--- config.mk ---
export PLATFORM = sky130hd
export DESIGN_NAME = li_sequencer
export DESIGN_NICKNAME = d
export VERILOG_FILES = /design/src/rtl/li_sequencer.sv
export SDC_FILE = /design/constraint.sdc
export NUM_CORES = 1
export LEC_CHECK = 0
export BUFFER_PORTS_ARGS = -buffer_cell sky130_fd_sc_hd__buf_2
export CORE_ASPECT_RATIO = 0.6
export CORE_MARGIN = 2
export CORE_UTILIZATION = 33
export CTS_CLUSTER_SIZE = 24
export DETAILED_ROUTE_END_ITERATION = 10
export PLACE_DENSITY = 0.52
export RECOVER_POWER = 100
export SLEW_MARGIN = 30
export SYNTH_ARGS = -nofsm -noshare
export SYNTH_HDL_FRONTEND = slang
export SYNTH_SLANG_ARGS = --single-unit
export TNS_END_PERCENT = 50
--- constraint.sdc ---
create_clock -name clk -period 10.01 [get_ports clk]
set_clock_uncertainty 0.1 [all_clocks]
set_input_delay 1.5015 -clock clk [delete_from_list [all_inputs] [get_ports clk]]
set_output_delay 1.5015 -clock clk [all_outputs]
set_load 0.05 [all_outputs]
--- src/rtl/li_sequencer.sv ---
// li_sequencer: expands "load 64-bit constant IMM into rd" requests into a stream
// of RV64I instructions (ADDI, LUI/ADDIW, then shift-and-add of 11-bit chunks).
module li_sequencer (
  input  logic        clk,
  input  logic        rst_n,
  input  logic        in_valid,
  output logic        in_ready,
  input  logic [4:0]  in_rd,
  input  logic [63:0] in_imm,
  output logic        out_valid,
  input  logic        out_ready,
  output logic [31:0] out_instr,
  output logic        out_last
);

  typedef enum logic [2:0] {IDLE, HI, LO, SHL, ADDC} state_e;

  typedef struct packed {
    logic       more;
    state_e     st;
    logic [1:0] ch;
  } step_t;

  localparam logic [6:0] OPC_OP_IMM   = 7'b0010011;
  localparam logic [6:0] OPC_LUI      = 7'b0110111;
  localparam logic [6:0] OPC_OP_IMM32 = 7'b0011011;

  state_e      state_q, state_d;
  logic [1:0]  chunk_q, chunk_d;
  logic [4:0]  rd_q, rd_d;
  logic [63:0] imm_q, imm_d;
  logic [31:0] instr_q, instr_d;
  logic        last_q, last_d;

  logic        accept, xfer;
  logic [63:0] v, base;
  logic [4:0]  rd;
  logic        s64, base12, need_lo, rd_zero;
  logic [19:0] hi;
  logic [11:0] lo;
  step_t       nxt, after;

  function automatic logic fits12(input logic [63:0] x);
    return (x[63:11] == '0) || (x[63:11] == '1);
  endfunction

  function automatic logic fits32(input logic [63:0] x);
    return (x[63:31] == '0) || (x[63:31] == '1);
  endfunction

  function automatic logic [10:0] chunk_sel(input logic [63:0] x, input logic [1:0] ch);
    case (ch)
      2'd2:    return x[32:22];
      2'd1:    return x[21:11];
      default: return x[10:0];
    endcase
  endfunction

  // Plan walker: given the step just emitted, which step (if any) comes next.
  function automatic step_t succ(input state_e st, input logic [1:0] ch, input logic [63:0] x,
                                 input logic rdz, input logic nlo, input logic big);
    step_t r;
    r.more = 1'b0;
    r.st   = IDLE;
    r.ch   = 2'd2;
    case (st)
      HI: begin
        if (!rdz && nlo) begin
          r.more = 1'b1;
          r.st   = LO;
        end else if (!rdz && big) begin
          r.more = 1'b1;
          r.st   = SHL;
        end
      end
      LO: begin
        if (big) begin
          r.more = 1'b1;
          r.st   = SHL;
        end
      end
      SHL: begin
        if (chunk_sel(x, ch) != 11'd0) begin
          r.more = 1'b1;
          r.st   = ADDC;
          r.ch   = ch;
        end else if (ch != 2'd0) begin
          r.more = 1'b1;
          r.st   = SHL;
          r.ch   = ch - 2'd1;
        end
      end
      ADDC: begin
        if (ch != 2'd0) begin
          r.more = 1'b1;
          r.st   = SHL;
          r.ch   = ch - 2'd1;
        end
      end
      default: ;
    endcase
    return r;
  endfunction

  function automatic logic [31:0] encode(input state_e st, input logic [4:0] r, input logic rdz,
                                         input logic b12, input logic [19:0] h, input logic [11:0] l,
                                         input logic [10:0] c);
    logic [31:0] w;
    w = 32'h0000_0013;
    case (st)
      HI: begin
        if (rdz)      w = 32'h0000_0013;
        else if (b12) w = {l, 5'd0, 3'b000, r, OPC_OP_IMM};
        else          w = {h, r, OPC_LUI};
      end
      LO:      w = {l, r, 3'b000, r, OPC_OP_IMM32};
      SHL:     w = {6'd0, 6'd11, r, 3'b001, r, OPC_OP_IMM};
      ADDC:    w = {1'b0, c, r, 3'b000, r, OPC_OP_IMM};
      default: w = 32'h0000_0013;
    endcase
    return w;
  endfunction

  assign in_ready  = (state_q == IDLE);
  assign out_valid = (state_q != IDLE);
  assign out_instr = instr_q;
  assign out_last  = last_q;
  assign accept    = in_valid && in_ready;
  assign xfer      = out_valid && out_ready;

  // The first step is planned from the live request, later steps from the latched copy.
  assign v       = (state_q == IDLE) ? in_imm : imm_q;
  assign rd      = (state_q == IDLE) ? in_rd  : rd_q;
  assign rd_zero = (rd == 5'd0);
  assign s64     = !fits32(v);
  assign base    = s64 ? {{33{v[63]}}, v[63:33]} : v;
  assign base12  = fits12(base);
  assign lo      = base[11:0];
  assign hi      = base[31:12] + {19'd0, base[11]};
  assign need_lo = !base12 && (lo != 12'd0);

  always_comb begin
    // NOTE: every variable driven here gets a default first so no path infers a latch.
    state_d  = state_q;
    chunk_d  = chunk_q;
    rd_d     = rd_q;
    imm_d    = imm_q;
    instr_d  = instr_q;
    last_d   = last_q;
    nxt.more = 1'b0;
    nxt.st   = IDLE;
    nxt.ch   = 2'd2;
    if (accept) begin
      rd_d     = in_rd;
      imm_d    = in_imm;
      nxt.more = 1'b1;
      nxt.st   = HI;
    end else if (xfer) begin
      nxt = succ(state_q, chunk_q, v, rd_zero, need_lo, s64);
    end
    after = succ(nxt.st, nxt.ch, v, rd_zero, need_lo, s64);
    if (accept || xfer) begin
      if (nxt.more) begin
        state_d = nxt.st;
        chunk_d = nxt.ch;
        instr_d = encode(nxt.st, rd, rd_zero, base12, hi, lo, chunk_sel(v, nxt.ch));
        last_d  = !after.more;
      end else begin
        state_d = IDLE;
        chunk_d = 2'd2;
        instr_d = 32'd0;
        last_d  = 1'b0;
      end
    end
  end

  // NOTE: registers update with non-blocking assignments so every flop sees pre-edge values.
  always_ff @(posedge clk or negedge rst_n) begin
    if (!rst_n) begin
      state_q <= IDLE;
      chunk_q <= 2'd2;
      rd_q    <= 5'd0;
      imm_q   <= 64'd0;
      instr_q <= 32'd0;
      last_q  <= 1'b0;
    end else begin
      state_q <= state_d;
      chunk_q <= chunk_d;
      rd_q    <= rd_d;
      imm_q   <= imm_d;
      instr_q <= instr_d;
      last_q  <= last_d;
    end
  end

endmodule
; ---- Yosys cells after proc, flatten, opt, wreduce, memory -nomap -nowiden
; Cells that the tools add are included.
[classes]
eq_ne = 14
div = 0
order_cmp = 0
n_mux = 29
mul = 0
n_addsub = 3
shifts = 0
bitwise_logic = 0
reduce_logical = 22
[op_table]
columns = operator, count
row1 = one-hot mux 32 bit (4 select lines), 1
row2 = two-way mux 32 bit, 3
row3 = two-way mux 64 bit, 1
row4 = two-way mux 63 bit, 1
row5 = == test 53 bit (second input constant), 1
row6 = logical NOT 53 bit, 1
row7 = two-way mux 11 bit, 4
row8 = one-hot mux 11 bit (2 select lines), 2
row9 = == test 33 bit (second input constant), 1
row10 = logical NOT 33 bit, 1
row11 = one-hot mux 4 bit (4 select lines), 2
row12 = two-way mux 6 bit, 5
row13 = nonzero test 11 bit, 2
row14 = adder 20 x 1 -> 20 bit, 1
row15 = two-way mux 4 bit, 4
row16 = == test 3 x 2 -> 1 bit (second input constant), 4
row17 = nonzero test 12 bit, 1
row18 = == test 3 x 1 -> 1 bit (second input constant), 2
row19 = == test 3 bit (second input constant), 2
row20 = logical AND 1 bit, 5
row21 = logical NOT 5 bit, 1
row22 = two-way mux 5 bit, 1
row23 = == test 2 x 1 -> 1 bit (second input constant), 2
row24 = == test 2 bit (second input constant), 2
row25 = 10 further kinds, 18
[totals]
regBits = 107
ramBits = 0
mem_count = 0
input_bits = 73
latchBits = 0
mem_bits_ro = 0

; ---- Depth between registers and ports, before layout
[depth]
depth_word = 22
ltp_mapped = 23
ltp_nobuf = 18

; ---- Worst setup path before layout
; OpenSTA, ideal clock, no wires.
[synth_path]
kind = input to register
startpoint = input port in_imm[49]
endpoint = register last_q, in the netlist out_last
n_path_buf = 4
t_required_ns = 9.788
t_arrival_ns = 5.124
path_slack_ns = 4.664
cell_stages = 19
path_cell_list = nor4_1 > nand3_1 > o21ai_0 > and3_1 > buf_4 > nor2_8 > buf_4 > buf_4 > buf_2 > mux2i_1 > mux2i_1 > ha_1 > o2111ai_1 > nor3_4 > a211oi_1 > a21o_1 > nor4_4 > nor3_2 > a32o_1
[synth_via]
elab_chain_cells = 17
elab_cells_between_ends = 27
[synth_rtl]
columns = item, line
row1 = from (decl), 9  ; input logic [63:0] in_imm,
row2 = two-way mux 64 bit (*), 132  ; assign v = (state_q == IDLE) ? in_imm : imm_q;
row3 = == test 33 bit or logical NOT 33 bit (tied branches), 48  ; return (x[63:31] == '0) || (x[63:31] == '1);
row4 = logical OR 1 bit, 48
row5 = two-way mux 63 bit, 136  ; assign base = s64 ? {{33{v[63]}}, v[63:33]} : v;
row6 = == test 53 bit or logical NOT 53 bit (tied branches), 44  ; return (x[63:11] == '0) || (x[63:11] == '1);
row7 = logical OR 1 bit, 44
row8 = logical NOT 1 bit, 140  ; assign need_lo = !base12 && (lo != 12'd0);
row9 = logical AND 1 bit, 140
row10 = logical AND 1 bit, 68  ; if (!rdz && nlo) begin
row11 = two-way mux 4 bit, 68
row12 = one-hot mux 4 bit (4 select lines), 66  ; case (st)
row13 = two-way mux 6 bit, 158  ; end else if (xfer) begin
row14 = two-way mux 4 bit, 153  ; if (accept) begin
row15 = == test 3 bit (tied with other cells), 66
row16 = one-hot mux 4 bit (4 select lines), 66
row17 = logical NOT 1 bit, 167  ; last_d = !after.more;
row18 = two-way mux 1 bit (*), 163  ; if (nxt.more) begin
row19 = to (signal assigned), 192  ; last_q <= last_d;
row20 = to (decl), 33  ; logic last_q, last_d;
; Every way passes the cells marked *; elsewhere a longest branch is shown, timed or not.
; A chain may end at the register's enable or synchronous reset.

; ---- Worst setup path after layout
[layout_path]
startpoint = register state_q[2]
endpoint = register instr_q[30], in the netlist out_instr[30]
[layout_via]
elab_chain_cells = 17
elab_cells_between_ends = 52
[layout_rtl]
columns = item, line
row1 = from (decl), 28  ; state_e state_q, state_d;
row2 = from (signal assigned), 187  ; state_q <= state_d;
row3 = logical NOT 3 bit, "124, 132, 133"
row4 = two-way mux 64 bit, 132
row5 = == test 33 bit or logical NOT 33 bit (tied branches), 48
row6 = logical OR 1 bit, 48
row7 = two-way mux 63 bit, 136
row8 = == test 53 bit or logical NOT 53 bit (tied branches), 44
row9 = logical OR 1 bit, 44
row10 = logical NOT 1 bit, 140
row11 = logical AND 1 bit, 140
row12 = logical AND 1 bit, 68
row13 = two-way mux 4 bit, n/a
row14 = one-hot mux 4 bit (4 select lines), 66
row15 = two-way mux 6 bit, 158
row16 = two-way mux 4 bit, 153
row17 = == test 3 bit (tied with other cells), 110  ; case (st)
row18 = one-hot mux 32 bit (4 select lines), 110
row19 = two-way mux 32 bit, 163
row20 = to (signal assigned), 191  ; instr_q <= instr_d;
row21 = to (decl), 32  ; logic [31:0] instr_q, instr_d;
; Parallel ways exist; a longest one is shown, timed or not. The select of a mux whose other input is x is not followed.

==> results by group <==
Status
  • Status: finished with violations
  • Failing checks: max-capacitance violations, max-slew violations

Global route
  • First-pass GRT wire length: between 40000 and 50000 µm
  • Gr ovfl total: 0
  • Largest net degree at the start of global routing: ~60
  • M2 GR Usage: 0.290
  • Met3 usage: 0.102
  • Antenna violations before repair: 0
  • Vias in the first global route: around 6600
  • Met1 GRT Util: 0.395
  • All-Layer GR Usage: 0.246
  • Gr busiest metal: met1

STA
  • Max Clk Rate: approximately 130 MHz
  • Final hold violation count: 0
  • Setup WS post-layout: 2.19 ns
  • Unrepaired setup endpoints after global routing: no
  • Setup_tns: 0 ns
  • Relative slew slack: -1.12
  • Worst slew pin tran: 3.19 ns
  • Crit share post-route: 0.781
  • Final setup viols: 0
  • Final Max Tran Viols: slightly below 200
  • Shortest period the worst path allows: roughly 7.8 ns

Die
  • Die Wd: between 150 and 200 µm
  • Row Count: 42
  • Core Box Area: roughly 22000 µm²
  • Die H: between 100 and 150 µm
  • Die area: 24200 µm²
  • Num ports: approximately 110
  • Initial Util: 0.340

Synthesis
  • Async S/R FF share, synth: 1.00
  • Most common cell in the netlist: nand2_1
  • Syn nets: between 800 and 900
  • Post-synth cell types: between 70 and 80
  • Post-Syn Area: approximately 7600 µm²
  • Post-synth top area cell: dfrtp_1
  • Synth warn: 0
  • Post-synth EDFFs: 0
  • Commonest cells in the netlist: 115 x nand2_1, 102 x dfrtp_1, 82 x mux2_2
  • Avg Synthesized Cell Area: between 9 and 10 µm²
  • Mapped Cells: 815
  • Register area share after synthesis: 0.341
  • Synth area leaders: dfrtp_1 34%, mux2_2 12%, mux2i_1 6.4%
  • Yosys top cell area share: 0.338
  • Yosys reg bits: just over 100
  • Top_reg_cell synth: dfrtp_1

Critical path
  • R2R Path Start: state_q[2]$_DFFE_PN0P_
  • CP Buf/Inv Count: 4
  • Crit end category: flip-flop
  • Worst R2R Setup Slack: roughly 2.2 ns
  • Worst setup path class: flip-flop to flip-flop
  • Critical Path RT: roughly 10 ns
  • Reg2reg end: out_instr[30]$_DFFE_PN0P_
  • CP top delay family: buffers and inverters
  • Slowest library cell on the worst path: clkbuf_1
  • Crit path DAT: roughly 8.0 ns
  • Startpoint type of the worst setup path: flip-flop
  • CP dominant cell by count: clkbuf_1
  • Worst reg-to-reg path cell count: 9
  • Worst-path fanout max: 58
  • Crit path largest cell delay: around 2.3 ns
  • Critical-path cell list: or3_4 > clkinvlp_2 > clkbuf_1 > and2_4 > clkbuf_1 > buf_16 > o21ai_1 > nand2b_1 > o31ai_1

CTS
  • Hold buffer count at cts: 0
  • Post-CTS sizing: 0
  • TritonCTS clock tree: yes
  • Max Root-Sink Buffers: 2
  • Clock sinks: ~100
  • CTS Buf Count: 9
  • Worst-Skew Late Latency: between 0.3 and 0.4 ns
  • # H-tree levels: 3
  • Clk root buf: clkbuf_16
  • Post-CTS setup buffers: 0
  • Clk slew on worst S/H paths: about 0.080 ns

Final layout
  • Layout cell share with drive strength beyond 1: 0.228
  • Number of diodes: 0
  • Final Cell Area: 8510 µm²
  • Synth-to-Final Area Change: 12.7%
  • Final cell count without fillers: 1204
  • Layout Nets: a little under 1000

Placement
  • Pre-CTS setup slack: 3.44 ns
  • Placed cell count: approximately 1200
  • I/O Buffers: about 110
  • Area after DPL: about 8300 µm²
  • DP HPWL: 22400 µm
  • Placer Congestion: roughly 0.98

Route
  • Number of DRC markers in iteration 0: between 800 and 900
  • Post-DR wirelength/cell: about 24 µm
  • DRC: 0
  • WL final: a little under 30000 µm
  • Vias/cell: a little under 6
  • First-pass iteration count of the detailed router: 5
  • Final ANT Viol Nets: 0
  • Via count: about 7100

Run
  • Max Cap Viol: 4

Hold path
  • WHS Endpoint: out_instr[13]$_DFFE_PN0P_
  • Hold Crit Start: out_instr[13]$_DFFE_PN0P_
  • Number of cells on the worst hold path: 2
  • Worst Hold Class: flip-flop to flip-flop

Pwr
  • Peak VDD IR: about 0.11 mV
  • Static leakage: 3.54 nW
  • PD cells: ~370 nW/µm²
routing by layer:
layer | routed length (µm) | up-vias
met3 | 3740 | 23
met4 | 331 | 0
met2 | 10400 | 355
li1 | - | 3219
met1 | 14500 | 3541
met5 | 0 | -
how the worst max path moves through the flow:
| stage | start | endpoint | slack [ns] | cells after the start |
|---|---|---|---|---|
| floorplan | in_imm[49] | out_last$_DFFE_PN0P_ | 4.66 | 19 |
| global placement | in_imm[52] | out_last$_DFFE_PN0P_ | 3.60 | 16 |
| detailed placement | in_imm[52] | out_last$_DFFE_PN0P_ | 3.44 | 16 |
| CTS | in_imm[52] | out_last$_DFFE_PN0P_ | 3.82 | 16 |
| global route | state_q[2]$_DFFE_PN0P_ | out_instr[18]$_DFFE_PN0P_ | 1.69 | 9 |
| finish | state_q[2]$_DFFE_PN0P_ | out_instr[30]$_DFFE_PN0P_ | 2.19 | 9 |
cell type report:
type | count | area, µm²
fillers | 2302 | 13700
clock inverters | 3 | 26.3
clock buffers | 12 | 256
inverters | 17 | 65.1
multi-input cells | 647 | 4640
repair buffers | 114 | 556
well taps | 308 | 385
flip-flops and latches | 103 | 2580
worst register-to-register path, cell delays in order, from the launching register on:
cell        delay [ns]
dfrtp_1           0.45
or3_4             0.62
clkinvlp_2        0.86
clkbuf_1          2.27
and2_4            0.44
clkbuf_1          1.41
buf_16            0.31
o21ai_1           0.33
nand2b_1          0.60
o31ai_1           0.36
cells by family after synthesis:
group / after synthesis / synth area share
adders and majority gates: 10 / 0.0166
AOI/OAI and AO/OA: 141 / 0.135
muxes: 140 / 0.215
buffers and inverters: 65 / 0.0432
and+or+nand+nor: 334 / 0.225
xor gates and xnor gates: 21 / 0.0244
other: 1 / 0.000496
DFF: 103 / 0.341
report_power, final:
group / internal [mW] / switching, mW
combinational: 0.679 / 1.22
clock: 0.183 / 0.167
sequential: 0.630 / 0.255
cells in the final DEF, fill, tap and decap left out, types with 4 or more instances in the layout:
cell type | netlist | routed
and2_1 | 5 | 4
buf_2 | 17 | 71
mux4_2 | 8 | 8
o211ai_1 | 7 | 7
nand2b_1 | 8 | 8
or4_1 | 4 | 4
and3_1 | 13 | 13
o21ai_0 | 34 | 37
nor2_1 | 49 | 50
mux2_2 | 82 | 82
nor3_1 | 29 | 30
a222oi_1 | 6 | 6
dfrtp_1 | 102 | 102
a221oi_1 | 6 | 6
ha_1 | 10 | 10
xnor2_1 | 12 | 12
nand3_1 | 31 | 31
a31oi_1 | 15 | 15
a21oi_1 | 13 | 13
xor2_1 | 9 | 9
o221ai_1 | 14 | 14
inv_1 | 16 | 16
clkbuf_16 | 0 | 9
mux2i_1 | 48 | 48
clkbuf_1 | 12 | 39
nand4_1 | 33 | 33
nand2_1 | 115 | 115
a22oi_1 | 4 | 4
buf_4 | 7 | 4
nor4_1 | 23 | 23
state kept, by name (all words and copies together) (netlist names):
| name | cells |
|---|---|
| rd_q | 5 |
| out_instr | 28 |
| imm_q | 64 |
| state_q | 3 |
| out_last | 1 |
| chunk_q | 2 |
stage by stage:
stage	total power, mW	util	hold slack, ns
5_1_grt	3.30	0.383	0.417
6_report	3.14	0.383	0.382
3_3_place_gp	2.72	0.372	0.361
3_5_place_dp	2.73	0.373	0.373
4_1_cts	3.09	0.386	0.390
2_1_floorplan	2.15	-	0.394
No activity file was read; power rests on OpenSTA's default activity.
